===== src/rtl/apb_bridge_nslv.sv =====
// APB3 master bridge: one host request at a time, fanned out to NUM_SLV slaves
// by an address field, with wait states, decode-error and timeout reporting.
module apb_bridge_nslv #(
    parameter int NUM_SLV = 4,
    parameter int ADDR_W  = 32,
    parameter int DATA_W  = 32,
    parameter int SEL_W   = 2,
    parameter int SEL_LSB = 8,
    parameter int TIMEOUT = 255
) (
    input  logic                      pclk,
    input  logic                      prst_n,
    input  logic                      host_valid,
    output logic                      host_ready,
    input  logic                      host_write,
    input  logic [ADDR_W-1:0]         host_addr,
    input  logic [DATA_W-1:0]         host_wdata,
    output logic                      rsp_valid,
    output logic [DATA_W-1:0]         rsp_rdata,
    output logic                      rsp_err,
    output logic                      rsp_timeout,
    output logic [NUM_SLV-1:0]        psel,
    output logic                      penable,
    output logic                      pwrite,
    output logic [ADDR_W-1:0]         paddr,
    output logic [DATA_W-1:0]         pwdata,
    input  logic [NUM_SLV*DATA_W-1:0] prdata,
    input  logic [NUM_SLV-1:0]        pready,
    input  logic [NUM_SLV-1:0]        pslverr
);

    localparam int CNT_W = (TIMEOUT < 2) ? 1 : $clog2(TIMEOUT);

    typedef enum logic [1:0] {IDLE, SETUP, ACCESS, RESP} state_e;

    state_e              state_q, state_d;
    logic                host_ready_q, host_ready_d;
    logic                rsp_valid_q, rsp_valid_d;
    logic [DATA_W-1:0]   rsp_rdata_q, rsp_rdata_d;
    logic                rsp_err_q, rsp_err_d;
    logic                rsp_timeout_q, rsp_timeout_d;
    logic [NUM_SLV-1:0]  psel_q, psel_d;
    logic                penable_q, penable_d;
    logic                pwrite_q, pwrite_d;
    logic [ADDR_W-1:0]   paddr_q, paddr_d;
    logic [DATA_W-1:0]   pwdata_q, pwdata_d;
    logic [CNT_W-1:0]    cnt_q, cnt_d;

    logic [SEL_W-1:0]    idx;
    logic                hit;
    logic [NUM_SLV-1:0]  onehot;
    logic                sel_rdy;
    logic                sel_err;
    logic [DATA_W-1:0]   sel_rdata;

    // psel_q is one-hot while a slave is addressed, so it doubles as the mux select
    always_comb begin
        idx       = host_addr[SEL_LSB +: SEL_W];
        hit       = 32'(idx) < 32'(NUM_SLV);
        onehot    = '0;
        sel_rdata = '0;
        for (int i = 0; i < NUM_SLV; i++) begin
            onehot[i] = (32'(idx) == 32'(i));
            if (psel_q[i]) begin
                sel_rdata = sel_rdata | prdata[i*DATA_W +: DATA_W];
            end
        end
        sel_rdy = |(pready & psel_q);
        sel_err = |(pslverr & psel_q);
    end

    always_comb begin
        state_d       = state_q;
        host_ready_d  = host_ready_q;
        psel_d        = psel_q;
        penable_d     = penable_q;
        pwrite_d      = pwrite_q;
        paddr_d       = paddr_q;
        pwdata_d      = pwdata_q;
        cnt_d         = cnt_q;
        rsp_valid_d   = 1'b0;
        rsp_rdata_d   = '0;
        rsp_err_d     = 1'b0;
        rsp_timeout_d = 1'b0;
        unique case (state_q)
            IDLE: begin
                if (host_valid && host_ready_q) begin
                    host_ready_d = 1'b0;
                    pwrite_d     = host_write;
                    paddr_d      = host_addr;
                    pwdata_d     = host_wdata;
                    if (hit) begin
                        state_d = SETUP;
                        psel_d  = onehot;
                    end else begin
                        state_d     = RESP;
                        rsp_valid_d = 1'b1;
                        rsp_err_d   = 1'b1;
                    end
                end
            end
            SETUP: begin
                state_d   = ACCESS;
                penable_d = 1'b1;
            end
            ACCESS: begin
                if (sel_rdy) begin
                    state_d     = RESP;
                    psel_d      = '0;
                    penable_d   = 1'b0;
                    cnt_d       = '0;
                    rsp_valid_d = 1'b1;
                    rsp_err_d   = sel_err;
                    if (!pwrite_q && !sel_err) begin
                        rsp_rdata_d = sel_rdata;
                    end
                end else if (cnt_q == CNT_W'(TIMEOUT - 1)) begin
                    state_d       = RESP;
                    psel_d        = '0;
                    penable_d     = 1'b0;
                    cnt_d         = '0;
                    rsp_valid_d   = 1'b1;
                    rsp_err_d     = 1'b1;
                    rsp_timeout_d = 1'b1;
                end else begin
                    cnt_d = cnt_q + CNT_W'(1);
                end
            end
            RESP: begin
                state_d      = IDLE;
                host_ready_d = 1'b1;
            end
            default: begin
                state_d      = IDLE;
                host_ready_d = 1'b1;
            end
        endcase
    end

    always_ff @(posedge pclk or negedge prst_n) begin
        if (!prst_n) begin
            state_q       <= IDLE;
            host_ready_q  <= 1'b1;
            psel_q        <= '0;
            penable_q     <= 1'b0;
            pwrite_q      <= 1'b0;
            paddr_q       <= '0;
            pwdata_q      <= '0;
            cnt_q         <= '0;
            rsp_valid_q   <= 1'b0;
            rsp_rdata_q   <= '0;
            rsp_err_q     <= 1'b0;
            rsp_timeout_q <= 1'b0;
        end else begin
            state_q       <= state_d;
            host_ready_q  <= host_ready_d;
            psel_q        <= psel_d;
            penable_q     <= penable_d;
            pwrite_q      <= pwrite_d;
            paddr_q       <= paddr_d;
            pwdata_q      <= pwdata_d;
            cnt_q         <= cnt_d;
            rsp_valid_q   <= rsp_valid_d;
            rsp_rdata_q   <= rsp_rdata_d;
            rsp_err_q     <= rsp_err_d;
            rsp_timeout_q <= rsp_timeout_d;
        end
    end

    assign host_ready  = host_ready_q;
    assign psel        = psel_q;
    assign penable     = penable_q;
    assign pwrite      = pwrite_q;
    assign paddr       = paddr_q;
    assign pwdata      = pwdata_q;
    assign rsp_valid   = rsp_valid_q;
    assign rsp_rdata   = rsp_rdata_q;
    assign rsp_err     = rsp_err_q;
    assign rsp_timeout = rsp_timeout_q;

endmodule

===== config.mk =====
export PLATFORM = sky130hd
export DESIGN_NAME = apb_bridge_nslv
export DESIGN_NICKNAME = d
export VERILOG_FILES = /design/src/rtl/apb_bridge_nslv.sv
export SDC_FILE = /design/constraint.sdc
export NUM_CORES = 1
export LEC_CHECK = 0
export CAP_MARGIN = 20
export CORE_AREA = 2 2 119 121
export CTS_BUF_LIST = sky130_fd_sc_hd__clkbuf_16
export DETAILED_ROUTE_END_ITERATION = 10
export DIE_AREA = 0 0 121 123
export PLACE_DENSITY = 0.8
export SETUP_SLACK_MARGIN = 0.4
export SLEW_MARGIN = 15
export SYNTH_ARGS = -nofsm -noshare
export SYNTH_HDL_FRONTEND = slang
export SYNTH_SLANG_ARGS = --single-unit

===== constraint.sdc =====
create_clock -name pclk -period 2.9 [get_ports pclk]
set_input_delay 0.58 -clock pclk [delete_from_list [all_inputs] [get_ports pclk]]
set_output_delay 0.58 -clock pclk [all_outputs]
set_load 0.05 [all_outputs]

After elaboration in Yosys (flattened, before gate mapping) --
Index checks and enable logic that the tools add are counted.
Cells by class: equal/unequal tests 9, bitwise logic cells 5, muxes and demuxes 29, reductions and logical operators 16, add/subtract/negate cells 1
Operators with widths (count):
- 32-bit two-way mux | 7
- 32-bit OR | 3
- 8-bit two-way mux | 2
- 4-bit two-way mux | 3
- 1-bit two-way mux | 10
- 8-bit by 1-bit adder with 8-bit output, second input constant | 1
- 4-bit bitwise AND | 2
- 2-bit equality test, second input constant | 4
- 8-bit equality test, second input constant | 1
- 2-bit one-hot mux with 4 select lines | 1
- 4-bit one-hot mux with 2 select lines | 1
- 2-bit AND reduction | 4
- 4-bit OR reduction | 2
- 2-bit two-way mux | 3
- 2-bit nonzero test | 3
- 2-bit by 1-bit equality test with 1-bit output, second input constant | 2
- 2-bit zero test | 2
- 1-bit one-hot mux with 2 select lines | 2
- 3-bit inequality test, second input constant | 1
- 3-bit AND reduction | 1
- 1-bit logical AND | 2
- 1-bit zero test | 2
- 2-bit inequality test, second input constant | 1
Word-level totals: output and inout port bits 106, bits of input ports 204, flip-flop bits (word level) 116, logic and storage cells 72

Logic depth before layout (Yosys ltp) --
Gate-level depths: netlist of the first run.
depth after elaboration 10, depth in mapped cells 7, mapped depth without buffers 6

Worst setup path before layout of the first run --
No wires, ideal clock.
kind register -> register, start point register psel_q[0], in the netlist psel[0], end point register state_q[1], arrival time 1721 ps, clock period less this slack 1848 ps, setup slack 1052 ps, path buffers 1, stages on the path, launching flop included 6, data required time 2772 ps, setup time 128 ps, cell sequence dfrtp_1 -> buf_2 -> a22oi_1 -> nand3_1 -> o21ai_1 -> mux2_1
Between the ends: cells in the longest elaborated chain, start to end 4, elaborated cells between the ends (all ways) 6, those cells by class eq/ne: 1; mux: 2; bitwise: 1; reduce/logical: 2
Ends and longest elaborated chain:
- start: declaration | line 42 | logic [NUM_SLV-1:0] psel_q, psel_d;
- start signal: assignment | line 157 | psel_q <= psel_d;
- 4-bit bitwise AND (*) | line 68 | sel_rdy = |(pready & psel_q);
- 4-bit OR reduction (*) | line 68
- 2-bit two-way mux / 3-bit inequality test (equally long branches)
- 2-bit one-hot mux with 4 select lines / 2-bit AND reduction (equally long branches)
- end signal: assignment | line 155 | state_q <= state_d;
- end: declaration | line 36 | state_e state_q, state_d;
Mark *: on every way between the ends. The rest lies on a longest branch, timed or not. A chain may end at the register's enable or synchronous reset.

Final worst setup path of the first run --
start point register host_ready_q, in the netlist host_ready, end point output port host_ready
RTL lines:
- start: declaration | line 37 | logic host_ready_q, host_ready_d;
- start signal: assignment | line 156 | host_ready_q <= host_ready_d;
- end: declaration | line 14 | output logic host_ready,
No word-level cell between the ends.

==> results_dict.tcl, run 1 <==
set metrics [dict create \
    grt_pass1_vias 4503 \
    grt_max_degree 66 \
    synth-seq-area-share_pct 58.05 \
    antenna_found_initial 0 \
    cts-root-buf "clkbuf_16" \
    gp_congestion 0.8566 \
    htreeDepth 4 \
    layout_setup_ws_ns 0.5120 \
    most-common-layout-cells "clkdlybuf4s50_1, dfrtp_1, a22oi_1" \
    max_stage_delay_ns 0.85 \
    clock_sinks 116 \
    crit_arrival_ns 1.81 \
    start_util_pct 36.75 \
    hold_viol 0 \
    cts_tree "done" \
    drtIter0Drc 181 \
    cts-hold-fix-buffers 0 \
    grt_pass1_wl_mm 23.20 \
    portBuffers 309 \
    fin_crit_sh_pct 82.34 \
    grt-ovfl-total 0 \
    dr_total_vias 4385 \
    power_density_nw_per_um2 1073 \
    first_pass_iters 4 \
    wl_per_cell_um 18.08 \
    fin_crit_ns 2.388 \
    path_class "register to output port" \
    clock_latency_ns 0.40 \
    place_ws_ns 0.5049 \
    synthesis.nets 586 \
    hpwlAfterDp_mm 12.30 \
    layout-drive-gt1-share_pct 19.25 \
    ys_ff_latch 116 \
    io_pins 310 \
    worstMarginPinSlew_ns 0.6798 \
    final_common_cell "clkdlybuf4s50_1" \
    vias_per_cell 5.006 \
    drtAntennaViolNets 0 \
    path_clk_slew_ns 0.05 \
    cts-resized-gates 0 \
    layoutNonFillerInstCount 876 \
    cap_violations 0 \
    rsz0062_at_grt "no" \
    path_buf_inv 1 \
    finalSetupTns_ns 0 \
    slew_headroom_pct 54.68 \
    worstPathMaxFanout 4 \
    synthCells 375 \
    drv_slew 0 \
    netlist-cell-type-count 33 \
    synthesis.area_um2 5002 \
    finalSetupViolations 0 \
    dp_cells 845 \
    fmax_ghz 0.4188 \
    cts_setup_buffers 0 \
    die_area_um2 14880 \
    synth_edf_count 0 \
    coreArea_um2 13610 \
    finClkSkew_ns 0.008664 \
    slowest_stage "clkdlybuf4s50_1" \
    start_kind "register" \
    drc_errors 0 \
    status "complete, no violations" \
    cp-end-kind "output port" \
    syn_area_per_cell_um2 13.34 \
    die_w_um 121 \
    worst_r2r_startpoint "psel[2]" \
    finalNetCount 895 \
    critPathTopFamily "buffers and inverters" \
    die_y_um 123 \
    synth_top_flop_cell "dfrtp_1" \
    synth_warnings 0 \
    cts_made_buffers 17 \
    grt_usage_pct 20.59 \
    p_leak_uw 0.003573 \
    whs_ns 0.2179 \
    wl_mm 15.84 \
    layout-area-overhead-vs-synth_pct 75.49 \
    worst_hold_path_type "primary input to async pin" \
    rows 43 \
    clock_path_buffers 2 \
    path_cells "clkdlybuf4s50_1" \
    diodes 0 \
    ir_worst_vdd_v 0.0006806 \
    cp-startpoint "host_ready" \
    async_flop_share_pct 100.0 \
    required_ns 2.32 \
]
-- per-layer routing --
layer | vias to the layer above | wire [um] | track usage, %
met5 | - | 0 | 0
met4 | 0 | 407 | 8.794
met3 | 29 | 1094 | 6.365
met2 | 197 | 8738 | 37.04
met1 | 2154 | 5599 | 22.42
li1 | 2005 | - | -
-- cells by family (layout without fill, tap and decap cells) --
kind of cell,count (synthesis),in the layout,synth area share (%)
simple gates,30,30,3.002
xor+xnor,6,6,1.051
mux,66,66,14.83
flops,116,116,58.05
buf+inv,35,356,3.402
fa+ha+maj,7,7,1.751
compound gates,115,115,17.91
-- stage by stage --
step                      util [%]  cell area (um2)  total power (uW)
final                        64.49             8778              9423
after global routing         64.49             8778              9861
after CTS                    64.49             8778              9512
after detailed placement     60.75             8269              7687
after global placement       60.75             8269              7568
after floorplan                  -             5002              5860
-- flip-flops by register name (all words and copies together) (netlist names) --
register and flops:
penable 1, rsp_valid 1, rsp_err 1, state_q 2, psel 4, pwdata 32
rsp_rdata 32, paddr 32, rsp_timeout 1, pwrite 1, cnt_q 8, host_ready 1
-- final timing paths --
path / end / cells past startpoint / slack (ns)
min reg2reg: paddr[8] / 2 / 0.49
min in group pclk: paddr[8] / 2 / 0.49
max reg2reg: rsp_rdata[1] / 5 / 0.87
min: paddr[10] / 1 / 0.22
max: host_ready / 1 / 0.51
max in group asynchronous: host_ready / 2 / 1.87
-- synth_stat cells, types with 3 or more instances --
library cell	instances	area share, %
buf_6	3	0.68
xor2_1	5	0.88
ha_1	7	1.8
a22o_1	4	0.70
mux2_2	64	14
dfrtp_1	115	58
nand2_1	7	0.53
nand3_1	3	0.30
nor2_1	10	0.75
clkbuf_1	12	0.90
buf_2	13	1.3
inv_1	7	0.53
a21oi_2	30	5.3
a21oi_1	4	0.40
a22oi_1	67	10
-- cell type report --
class	count	area, um2
fillers	1033	4833
repair buffers	318	3173
flip-flops and latches	116	2904
multi-input cells	224	1941
clock buffers	17	425.4
well taps	180	225.2
clock inverters	14	83.83
inverters	7	26.28
-- report_power, final --
part | total, uW | internal, uW | switching [uW] | leakage, uW
combinational | 5050 | 1930 | 3110 | 0.00183
sequential | 2590 | 2200 | 392 | 0.00147
clock | 1780 | 1130 | 651 | 0.000276
Note: power is estimated with default switching activity, not from simulation.
==> inputs of run 2 (changes only) <==
--- a/config.mk
+++ b/config.mk
@@ -6,11 +6,11 @@
 export NUM_CORES = 1
 export LEC_CHECK = 0
 export CAP_MARGIN = 20
-export CORE_AREA = 2 2 119 121
+export CORE_MARGIN = 2
+export CORE_UTILIZATION = 37
 export CTS_BUF_LIST = sky130_fd_sc_hd__clkbuf_16
 export DETAILED_ROUTE_END_ITERATION = 10
-export DIE_AREA = 0 0 121 123
-export PLACE_DENSITY = 0.8
+export PLACE_DENSITY = 0.81
 export SETUP_SLACK_MARGIN = 0.4
 export SLEW_MARGIN = 15
 export SYNTH_ARGS = -nofsm -noshare
==> constraint.sdc (replaced) <==
create_clock -name pclk -period 2.2 [get_ports pclk]
set_input_delay 0.44 -clock pclk [delete_from_list [all_inputs] [get_ports pclk]]
set_output_delay 0.44 -clock pclk [all_outputs]
set_load 0.05 [all_outputs]
==> results_dict.tcl, run 2 (synthesized netlist as in run 1, its figures left out) <==
set metrics [dict create \
    drtAntennaViolNets 0 \
    path_buf_inv 1 \
    p_leak_uw 0.003947 \
    path_cells "dlygate4sd2_1" \
    layout-area-overhead-vs-synth_pct 78.66 \
    cts_tree "done" \
    drc_errors 0 \
    worstPathMaxFanout 2 \
    rsz0062_at_grt "no" \
    seq_area_um2 2909 \
    portBuffers 309 \
    die_y_um 120.3 \
    grt_pass1_vias 4636 \
    cts-hold-fix-buffers 0 \
    n_fill_cell 1013 \
    finalSetupTns_ns 0 \
    cap_violations 0 \
    cts-root-buf "clkbuf_16" \
    fin_crit_ns 1.756 \
    drv_slew 0 \
    start_kind "register" \
    final_area_um2 8937 \
    cts_made_buffers 17 \
    rows 42 \
    die_area_um2 14470 \
    required_ns 1.76 \
    gp_congestion 0.8789 \
    worstMarginPinSlew_ns 0.6273 \
    diodes 0 \
    antenna_found_initial 1 \
    drtIter0Drc 315 \
    cp-end-kind "output port" \
    critPathTopFamily "buffers and inverters" \
    hpwlAfterDp_mm 12.52 \
    grt_usage_pct 22.78 \
    io_pins 310 \
    final_common_cell "clkdlybuf4s50_1" \
    multi_input_area_um2 1951 \
    slowest_stage "dlygate4sd2_1" \
    finalNetCount 904 \
    layout-drive-gt1-share_pct 22.80 \
    worst_hold_path_type "primary input to async pin" \
    clock_sinks 116 \
    place_area_um2 8339 \
    htreeDepth 4 \
    slew_headroom_pct 58.18 \
    max_stage_delay_ns 0.55 \
    path_class "register to output port" \
    grt_max_degree 66 \
    start_util_pct 37.77 \
    die_w_um 120.3 \
    fmax_ghz 0.5694 \
    clock_latency_ns 0.41 \
    grt-ovfl-total 0 \
    wl_per_cell_um 18.68 \
    finalSetupViolations 0 \
    whs_ns 0.02682 \
    power_density_nw_per_um2 1434 \
    crit_arrival_ns 1.32 \
    status "complete, no violations" \
    final_util_pct 67.49 \
    grt_pass1_wl_mm 25.00 \
    fin_crit_sh_pct 79.84 \
    clock_path_buffers 2 \
    vias_per_cell 5.113 \
    wl_mm 16.47 \
    first_pass_iters 5 \
    hold_viol 0 \
    most-common-layout-cells "clkdlybuf4s50_1, dfrtp_1, dlygate4sd2_1" \
    finClkSkew_ns 0.005815 \
    path_clk_slew_ns 0.05 \
    dr_total_vias 4510 \
    coreArea_um2 13240 \
    ir_worst_vdd_v 0.0009446 \
]
[run 2: layer usage]
| metal | wire length (um) | up-vias | track usage (%) | part of all wire, % |
|---|---|---|---|---|
| met5 | 0 | - | 0 | 0 |
| met4 | 402 | 0 | 9.012 | 2.4 |
| met3 | 1035 | 34 | 6.557 | 6.3 |
| met2 | 8987 | 213 | 40.84 | 55 |
| met1 | 6049 | 2231 | 25.45 | 37 |
| li1 | - | 2032 | - | - |
[run 2: where the power goes]
group | internal (uW) | total (uW) | switching [uW]
registers | 2910 | 3360 | 453
logic | 2290 | 6510 | 4220
clock network | 2000 | 2950 | 953
[run 2: path summary, 6_finish.rpt]
kind / startpoint / to / slack [ns] / depth (start not counted)
min in group pclk: paddr[8] / paddr[8] / 0.48 / 2
max in group asynchronous: prst_n / paddr[15] / 1.60 / 2
max reg2reg: psel[0] / state_q[1] / 0.47 / 4
min reg2reg: paddr[8] / paddr[8] / 0.48 / 2
max: pwdata[6] / pwdata[6] / 0.44 / 1
min: prst_n / paddr[22] / 0.03 / 2
[run 2: stage by stage]
stage / setup WS, ns / total power [uW] / std cells
finish: 0.4436 / 12810 / 882
global route: 0.4036 / 13400 / 882
CTS: 0.3567 / 12830 / 878
detailed placement: 0.09413 / 10240 / 844
global placement: 0.1566 / 10080 / 844
floorplan: 0.4413 / 7732 / 375
[run 2: layout make-up]
cell class	instances	share of cell area [%]
Multi-Input combinational cell	224	21.83
Inverter	7	0.2940
Clock buffer	17	4.760
Sequential cell	116	32.55
Clock inverter	15	2.380
Timing Repair Buffer	327	35.73
Tap cell	176	2.464
[run 2: repair_timing]
| item | CTS | global route |
|---|---|---|
| resized for setup | 109 | 11 |
| pin swaps | 0 | 1 |
| setup buffers | 2 | 4 |
| setup endpoints to repair | 110 | 22 |
